==> src/rtl/gray_bcd_pkg.sv <==
// gray_bcd_pkg: shared constants and types for the Gray-coded BCD decoder.
//   DIGIT_W : width of one digit (Gray and binary alike)
//   BCD_MAX : largest legal decoded digit value
//   state_e : decoder FSM states
package gray_bcd_pkg;

  localparam int unsigned DIGIT_W = 4;
  localparam logic [DIGIT_W-1:0] BCD_MAX = 4'd9;

  typedef enum logic [1:0] {
    IDLE   = 2'd0,
    DECODE = 2'd1,
    DONE   = 2'd2
  } state_e;

endpackage

==> src/rtl/gray_digit_step.sv <==
// gray_digit_step: one bit-serial Gray-to-binary step for a single digit.
// Ports:
//   g_i : Gray code of the digit (latched word)
//   b_i : partially decoded binary (bits above k already valid)
//   k_i : bit index being resolved this step, 3 down to 0
//   b_o : b_i with bit k resolved
module gray_digit_step
  import gray_bcd_pkg::*;
(
  input  logic [DIGIT_W-1:0] g_i,
  input  logic [DIGIT_W-1:0] b_i,
  input  logic [1:0]         k_i,
  output logic [DIGIT_W-1:0] b_o
);

  always_comb begin
    b_o = b_i;
    if (k_i == 2'd3) begin
      b_o[3] = g_i[3];
    end else begin
      b_o[k_i] = b_i[2'(k_i + 2'd1)] ^ g_i[k_i];
    end
  end

endmodule

==> src/rtl/gray_to_bcd_serial.sv <==
// gray_to_bcd_serial: bit-serial decoder for words of Gray-coded BCD digits.
// All digits are decoded in parallel, MSB first, one bit per cycle.
// Ports:
//   clk, rst             : clock, synchronous active-high reset
//   in_valid/in_ready    : input handshake, in_gray is DIGITS packed Gray digits
//   out_valid/out_ready  : output handshake for out_bcd/out_err/err_mask
//   out_bcd              : decoded binary per digit (10..15 passed through unclamped)
//   out_err, err_mask    : any / per-digit decoded value above 9
//   err_count            : saturating count of erroneous words
module gray_to_bcd_serial
  import gray_bcd_pkg::*;
#(
  parameter int unsigned DIGITS = 2,
  parameter int unsigned ERRW   = 8
) (
  input  logic                      clk,
  input  logic                      rst,
  input  logic                      in_valid,
  output logic                      in_ready,
  input  logic [DIGIT_W*DIGITS-1:0] in_gray,
  output logic                      out_valid,
  input  logic                      out_ready,
  output logic [DIGIT_W*DIGITS-1:0] out_bcd,
  output logic                      out_err,
  output logic [DIGITS-1:0]         err_mask,
  output logic [ERRW-1:0]           err_count
);

  localparam int unsigned W = DIGIT_W * DIGITS;

  state_e            state_q, state_d;
  logic [W-1:0]      gray_q, gray_d;
  logic [W-1:0]      work_q, work_d;
  logic [1:0]        k_q, k_d;
  logic [W-1:0]      bcd_q, bcd_d;
  logic [DIGITS-1:0] mask_q, mask_d;
  logic              err_q, err_d;
  logic [ERRW-1:0]   cnt_q, cnt_d;
  logic [W-1:0]      step_b;

  for (genvar d = 0; d < DIGITS; d++) begin : g_step
    gray_digit_step u_step (
      .g_i (gray_q[DIGIT_W*d +: DIGIT_W]),
      .b_i (work_q[DIGIT_W*d +: DIGIT_W]),
      .k_i (k_q),
      .b_o (step_b[DIGIT_W*d +: DIGIT_W])
    );
  end

  // Decoding runs in a private work register so the published outputs
  // hold their previous word until the new one is complete.
  always_comb begin
    state_d = state_q;
    gray_d  = gray_q;
    work_d  = work_q;
    k_d     = k_q;
    bcd_d   = bcd_q;
    mask_d  = mask_q;
    err_d   = err_q;
    cnt_d   = cnt_q;
    case (state_q)
      IDLE: begin
        if (in_valid) begin
          gray_d  = in_gray;
          work_d  = '0;
          k_d     = 2'd3;
          state_d = DECODE;
        end
      end
      DECODE: begin
        work_d = step_b;
        k_d    = k_q - 2'd1;
        if (k_q == 2'd0) begin
          state_d = DONE;
          bcd_d   = step_b;
          for (int unsigned d = 0; d < DIGITS; d++) begin
            mask_d[d] = (step_b[DIGIT_W*d +: DIGIT_W] > BCD_MAX);
          end
          err_d = |mask_d;
          if (err_d && (cnt_q != '1)) begin
            cnt_d = cnt_q + ERRW'(1);
          end
        end
      end
      DONE: begin
        if (out_ready) begin
          state_d = IDLE;
        end
      end
      default: state_d = IDLE;
    endcase
  end

  always_ff @(posedge clk) begin
    if (rst) begin
      state_q <= IDLE;
      gray_q  <= '0;
      work_q  <= '0;
      k_q     <= 2'd3;
      bcd_q   <= '0;
      mask_q  <= '0;
      err_q   <= 1'b0;
      cnt_q   <= '0;
    end else begin
      state_q <= state_d;
      gray_q  <= gray_d;
      work_q  <= work_d;
      k_q     <= k_d;
      bcd_q   <= bcd_d;
      mask_q  <= mask_d;
      err_q   <= err_d;
      cnt_q   <= cnt_d;
    end
  end

  assign in_ready  = (state_q == IDLE);
  assign out_valid = (state_q == DONE);
  assign out_bcd   = bcd_q;
  assign out_err   = err_q;
  assign err_mask  = mask_q;
  assign err_count = cnt_q;

endmodule

==> config.mk <==
export PLATFORM = sky130hd
export DESIGN_NAME = gray_to_bcd_serial
export DESIGN_NICKNAME = d
export VERILOG_FILES = /design/src/rtl/gray_bcd_pkg.sv /design/src/rtl/gray_digit_step.sv /design/src/rtl/gray_to_bcd_serial.sv
export SDC_FILE = /design/constraint.sdc
export NUM_CORES = 1
export LEC_CHECK = 0
export ABC_AREA = 1
export CORE_MARGIN = 4
export CORE_UTILIZATION = 35
export CTS_CLUSTER_SIZE = 24
export DETAILED_ROUTE_END_ITERATION = 8
export PLACE_DENSITY = 0.63
export SYNTH_ARGS = -nofsm -noshare
export SYNTH_HDL_FRONTEND = slang
export SYNTH_HIERARCHICAL = 1
export SYNTH_SLANG_ARGS = --single-unit
==> constraint.sdc <==
create_clock -name clk -period 4.1 [get_ports clk]
set_input_delay 0.82 -clock clk [delete_from_list [all_inputs] [get_ports clk]]
set_output_delay 0.82 -clock clk [all_outputs]
set_load 0.01 [all_outputs]
* Word-level counts from Yosys, hierarchy flattened
Cells that the tools add are included.
** Operators by class
- Add/sub/neg operators :: 3
- Order comparisons :: 5
- Equality and inequality tests :: 7
- Multiplexer cells :: 24
- Bitwise gates (word level) :: 2
- Reduce and logical (&&, ||, !) cells :: 11
** Operators by type and width (count)
- $pmux 8 s2 :: 1
- $add 8x1->8 const B :: 1
- $bmux 1 s2 :: 4
- $bwmux 4 :: 2
- $gt 4x4->1 const B :: 2
- $mux 2 :: 4
- $mux 8 :: 1
- $ne 8x8->1 const B :: 1
- $mux 1 :: 7
- $lt 2x3->1 const B :: 2
- $mux 3 :: 2
- $pmux 2 s3 :: 1
- $reduce_and 2->1 :: 3
- $reduce_and 3->1 :: 2
- $eq 2x2->1 const B :: 2
- $logic_not 2->1 :: 2
- $ne 2x2->1 const B :: 2
- $pmux 2 s2 :: 1
- $add 2x1->2 const B :: 1
- $demux 1 s2 :: 1
- $eq 2x1->1 const B :: 1
- $ge 2x1->1 const B :: 1
- $logic_and 1x1->1 :: 2
- $ne 2x1->1 const B :: 1
- 4 further kinds :: 5
** Storage, ports and cells
- Register bits after elaboration :: 39
- Input port bits :: 12
- Output and inout bits :: 21
- Word-level logic and storage cells :: 60

* Longest topological paths before layout
- Depth in word-level cells :: 10
- Mapped depth :: 15
- Depth with buffers taken out :: 15

* Hierarchy
The synthesis kept the hierarchy.
** By module, submodules not included
- gray_to_bcd_serial :: instances 1, cells an instance 212, area each 1606.5 um2, sequential area each 780.7 um2
- gray_digit_step :: instances 2, cells an instance 56, area each 276.5 um2, sequential area each 0.0 um2

* Worst setup path before layout
OpenSTA, ideal clock, no wires.
- Kind :: register -> register
- Start point :: register k_q[0]
- End point :: register cnt_q[2], in the netlist err_count[2]
- Library setup time :: 67 ps
- Arrival time :: 2300 ps
- Required time :: 4033 ps
- Path slack :: 1733 ps
- Stages on the path, launching flop included :: 16
- Buffers on the path :: 0
- Period minus slack after synthesis :: 2367 ps
- Cell sequence :: dfxtp_1 inv_2 ha_1 inv_1 nand3_1 nand2_1 nand2_2 nand3_1 nand2_1 inv_1 or2_2 nand3_1 nand2_4 nand2_4 nand2_1 a21oi_2
** Between the ends
- Cells in the longest elaborated chain, start to end :: 10
- Elaborated cells on any way between the ends :: 29
- Those cells by class :: 1 x add/sub; 4 x order compare; 1 x eq/ne; 16 x mux; 2 x bitwise; 5 x reduce/logical
** RTL lines
- from (decl) :: line gray_to_bcd_serial.sv:34 : logic [1:0] k_q, k_d;
- from (signal assigned) :: line gray_to_bcd_serial.sv:108 : k_q <= k_d;
- $add 2x1->2 (tied with other cells) :: line gray_digit_step.sv:21 : b_o[k_i] = b_i[2'(k_i + 2'd1)] ^ g_i[k_i];
- $bmux 1 s2 or $logic_and 1x1->1 (tied branches) :: line gray_digit_step.sv:21
- $mux 1 (not written as such) :: line gray_digit_step.sv:21
- $xor 1x1->1 or $demux 1 s2 (tied branches)
- $bwmux 4 :: line gray_digit_step.sv:21
- $mux 3 (*) :: line gray_digit_step.sv:18 : if (k_i == 2'd3) begin
- named net step_b[1] :: line gray_to_bcd_serial.sv:39 : logic [W-1:0] step_b;
- $gt 4x4->1 (*) :: line gray_to_bcd_serial.sv:77 : mask_d[d] = (step_b[DIGIT_W*d +: DIGIT_W] > BCD_MAX);
- $reduce_or 2->1 (*) :: line gray_to_bcd_serial.sv:79 : err_d = |mask_d;
- $logic_and 1x1->1 (*) :: line gray_to_bcd_serial.sv:80 : if (err_d && (cnt_q != '1)) begin
- $reduce_and 3->1 (no line) (*)
- to (signal assigned) :: line gray_to_bcd_serial.sv:112 : cnt_q <= cnt_d;
- to (decl) :: line gray_to_bcd_serial.sv:38 : logic [ERRW-1:0] cnt_q, cnt_d;
The timed path passes the listed nets; every way through them passes the cells marked *. The select of a mux whose other input is x is not followed.
A chain may end at the register's enable or synchronous reset.

* Worst setup path in the final report
- Start point :: register k_q[0]
- End point :: register cnt_q[1], in the netlist err_count[1]
Same word-level chain as after synthesis.

==> results_dict.tcl <==
set metrics [dict create \
    outcome "finished, final reports clean" \
    setup-violations-final 0 \
    critical_path.max_fanout 19 \
    peakVddDrop_v 0.000232 \
    slew_viol_final 0 \
    rsz0062_at_grt "no" \
    die-area_mm2 0.00749 \
    worst_pin_slew_ns 0.619 \
    utilization 0.450 \
    crit_chain "inv_2, ha_1, inv_1, nand3_1, nand2_1, nand2_2, nand3_1, nand2_1, inv_1, or2_2, nand3_1, nand2_4, nand2_4, nand2_1, a21oi_1" \
    nets 380 \
    grt_antenna_before_repair 0 \
    reg2reg_from "k_q[0]$_SDFFE_PP1P_" \
    synth_top_area_frac 0.362 \
    fp.dieH_um 86.6 \
    route.antenna.remaining_nets 0 \
    reg2regPathDepth 15 \
    min_path_type "reg2reg" \
    holdPathEnd "out_bcd[0]$_SDFFE_PP0P_" \
    track_usage 0.144 \
    antenna_cells 0 \
    grt_pass1_wl_mm 8.71 \
    area_growth_pct 24.0 \
    synth_cell_types 22 \
    synth_cells 324 \
    drive_above_1_share 0.100 \
    cts_tree "built" \
    wl_met3_um 134 \
    htree_levels 2 \
    top_layer_used "met4" \
    die_w_um 86.6 \
    post-cts-setup-buffers 0 \
    grt_pass1_vias 1990 \
    met1Wirelength_mm 2.38 \
    p_leak_nw 1.15 \
    crit_path_end_kind "register" \
    crit_type "reg2reg" \
    vias 2077 \
    io-pin-count 33 \
    worst-path-buf-inv 3 \
    worstHoldStart "out_bcd[0]$_SDFFE_PP0P_" \
    synthXorXnorAreaFrac 0.0122 \
    p_per_area_mw_per_mm2 331 \
    hold_path_depth 2 \
    cts_hold_buf 0 \
    yosysTopAreaCell "dfxtp_1" \
    worstPathRequired_ns 4.32 \
    worstPathArrival_ns 2.97 \
    seqCellArea_um2 781 \
    finalCriticalPeriod_ns 2.75 \
    fillers 632 \
    cts_resized 0 \
    power_uw 888 \
    clkTransAtPathRegs_ns 0.08 \
    post-route-period-util 0.671 \
    final_cell_mix "nand2_1 (101), dfxtp_1 (39), inv_1 (34)" \
    place_ws_ns 1.39 \
    cts-root-buf "clkbuf_8" \
    fin_tns_setup_ns 0 \
    synth_top_family_by_area "simple AND/OR/NAND/NOR gates" \
    wl_met2_mm 2.28 \
    hold_viol 0 \
    core_area_mm2 0.00596 \
    gp_congestion 0.880 \
    dp_hpwl_mm 3.70 \
    crit_slowest_cell "dfxtp_1" \
    worst_slack_ns 1.35 \
    start_kind "register" \
    yosysSeqAreaShare 0.362 \
    avgSynthCellArea_um2 6.67 \
    cts_buffer_depth 2 \
    clock_latency_ns 0.29 \
    yosys_warnings 6 \
    ys_seq_elements 39 \
    synth.area.mux_share 0 \
    cts_sinks 39 \
    grt-ovfl-total 0 \
    synthAdderAreaFrac 0.0579 \
    max_freq_ghz 0.364 \
    avgViaCountPerCell 4.79 \
    max_stage_delay_ns 0.72 \
    r2r_end "err_count[1]$_SDFFE_PP0P_" \
    maxCapViolations 0 \
    yosys.area_share.simple 0.385 \
    rows 28 \
    grt_max_degree 20 \
    slew_headroom 0.587 \
    wirelength_mm 4.87 \
    ff2ff_setup_slack_ns 1.35 \
    cp_top_family "simple AND/OR/NAND/NOR gates" \
    fin_worst_skew_ns 0.00618 \
    firstDrtPassIters 4 \
    final_common_cell "nand2_1" \
    synth_compound_area_frac 0.101 \
    netlist_top_cells_area "dfxtp_1 (36%), nand2_1 (18%), a21oi_1 (7.0%)" \
    drt_iter0_drc 112 \
    start_util 0.363 \
    netlist_area_mm2 0.00216 \
    io_buffers 32 \
    drc 0 \
    wl_per_cell_um 11.2 \
    multi_input_area_mm2 0.00120 \
    syn_nets 346 \
    cts_buffers 5 \
]
-- tightest hold or removal path: stages (launching register included) --
cell	delay, ns
dfxtp_1	0.31
nand2_1	0.06
a21oi_1	0.06
-- layout make-up --
cell class / count / area share
Multi-Input combinational cell: 241 / 0.448
Clock buffer: 6 / 0.0271
Inverter: 38 / 0.0532
Timing Repair Buffer: 33 / 0.122
Sequential cell: 39 / 0.291
Tap cell: 75 / 0.0350
Clock inverter: 2 / 0.0224
-- metrics by stage --
stage | instances | hold slack, ns | instance area [um2]
6_report | 434 | 0.469 | 2680
5_1_grt | 434 | 0.495 | 2680
4_1_cts | 434 | 0.470 | 2680
3_5_place_dp | 426 | 0.456 | 2550
3_3_place_gp | 426 | 0.450 | 2550
2_1_floorplan | 324 | 0.449 | 2160
-- routing by layer --
metal / GRT usage / up-vias
li1: - / 1082
met1: 0.188 / 952
met2: 0.236 / 34
met3: 0.0266 / 9
met4: 0.0496 / 0
met5: 0 / -
-- flip-flops by register name, indices dropped and copies added, names as in the netlist --
register and cells:
k_q 2, work_q 8, gray_q 8, state_q 2
out_bcd 8, err_count 8, out_err 1, err_mask 2
-- report_power, final --
| group | switching [mW] | internal (mW) | leakage [nW] |
|---|---|---|---|
| logic | 0.0647 | 0.0396 | 0.766 |
| clock network | 0.138 | 0.243 | 0.0654 |
| registers | 0.0129 | 0.389 | 0.317 |
| total | 0.216 | 0.672 | 1.15 |
-- cell families after synthesis --
kind of cell | Yosys count
XOR/XNOR | 3
AO/OA/AOI/OAI | 43
adder cells (fa/ha/maj) | 10
AND/OR/NAND/NOR | 185
buffers and inverters | 44
flip-flops | 39
-- synthesized netlist by cell type --
library cell and instances:
nand2_4 2, buf_2 1, nor2_2 1, nor2_4 1
nand3_4 2, clkbuf_1 3, inv_2 2, nand2_1 101
xor2_1 3, or2_2 8, a21oi_1 30, buf_4 1
nand2_2 11, inv_1 34, ha_1 10, a21oi_2 1
dfxtp_1 39, clkinv_1 2, buf_6 1, nand3_1 29
o21ai_0 12, nor2_1 30
-- worst max path at each step --
stage                                   start                         to  cells past startpoint
final                     k_q[0]$_SDFFE_PP1P_  err_count[1]$_SDFFE_PP0P_                     15
after detailed placement  k_q[0]$_SDFFE_PP1P_  err_count[7]$_SDFFE_PP0P_                     15
after floorplan           k_q[0]$_SDFFE_PP1P_  err_count[2]$_SDFFE_PP0P_                     15
after global routing      k_q[0]$_SDFFE_PP1P_  err_count[0]$_SDFFE_PP0P_                     15
after global placement    k_q[0]$_SDFFE_PP1P_  err_count[6]$_SDFFE_PP0P_                     15
after CTS                 k_q[0]$_SDFFE_PP1P_  err_count[7]$_SDFFE_PP0P_                     15
Power figures use the tool's default switching activity.
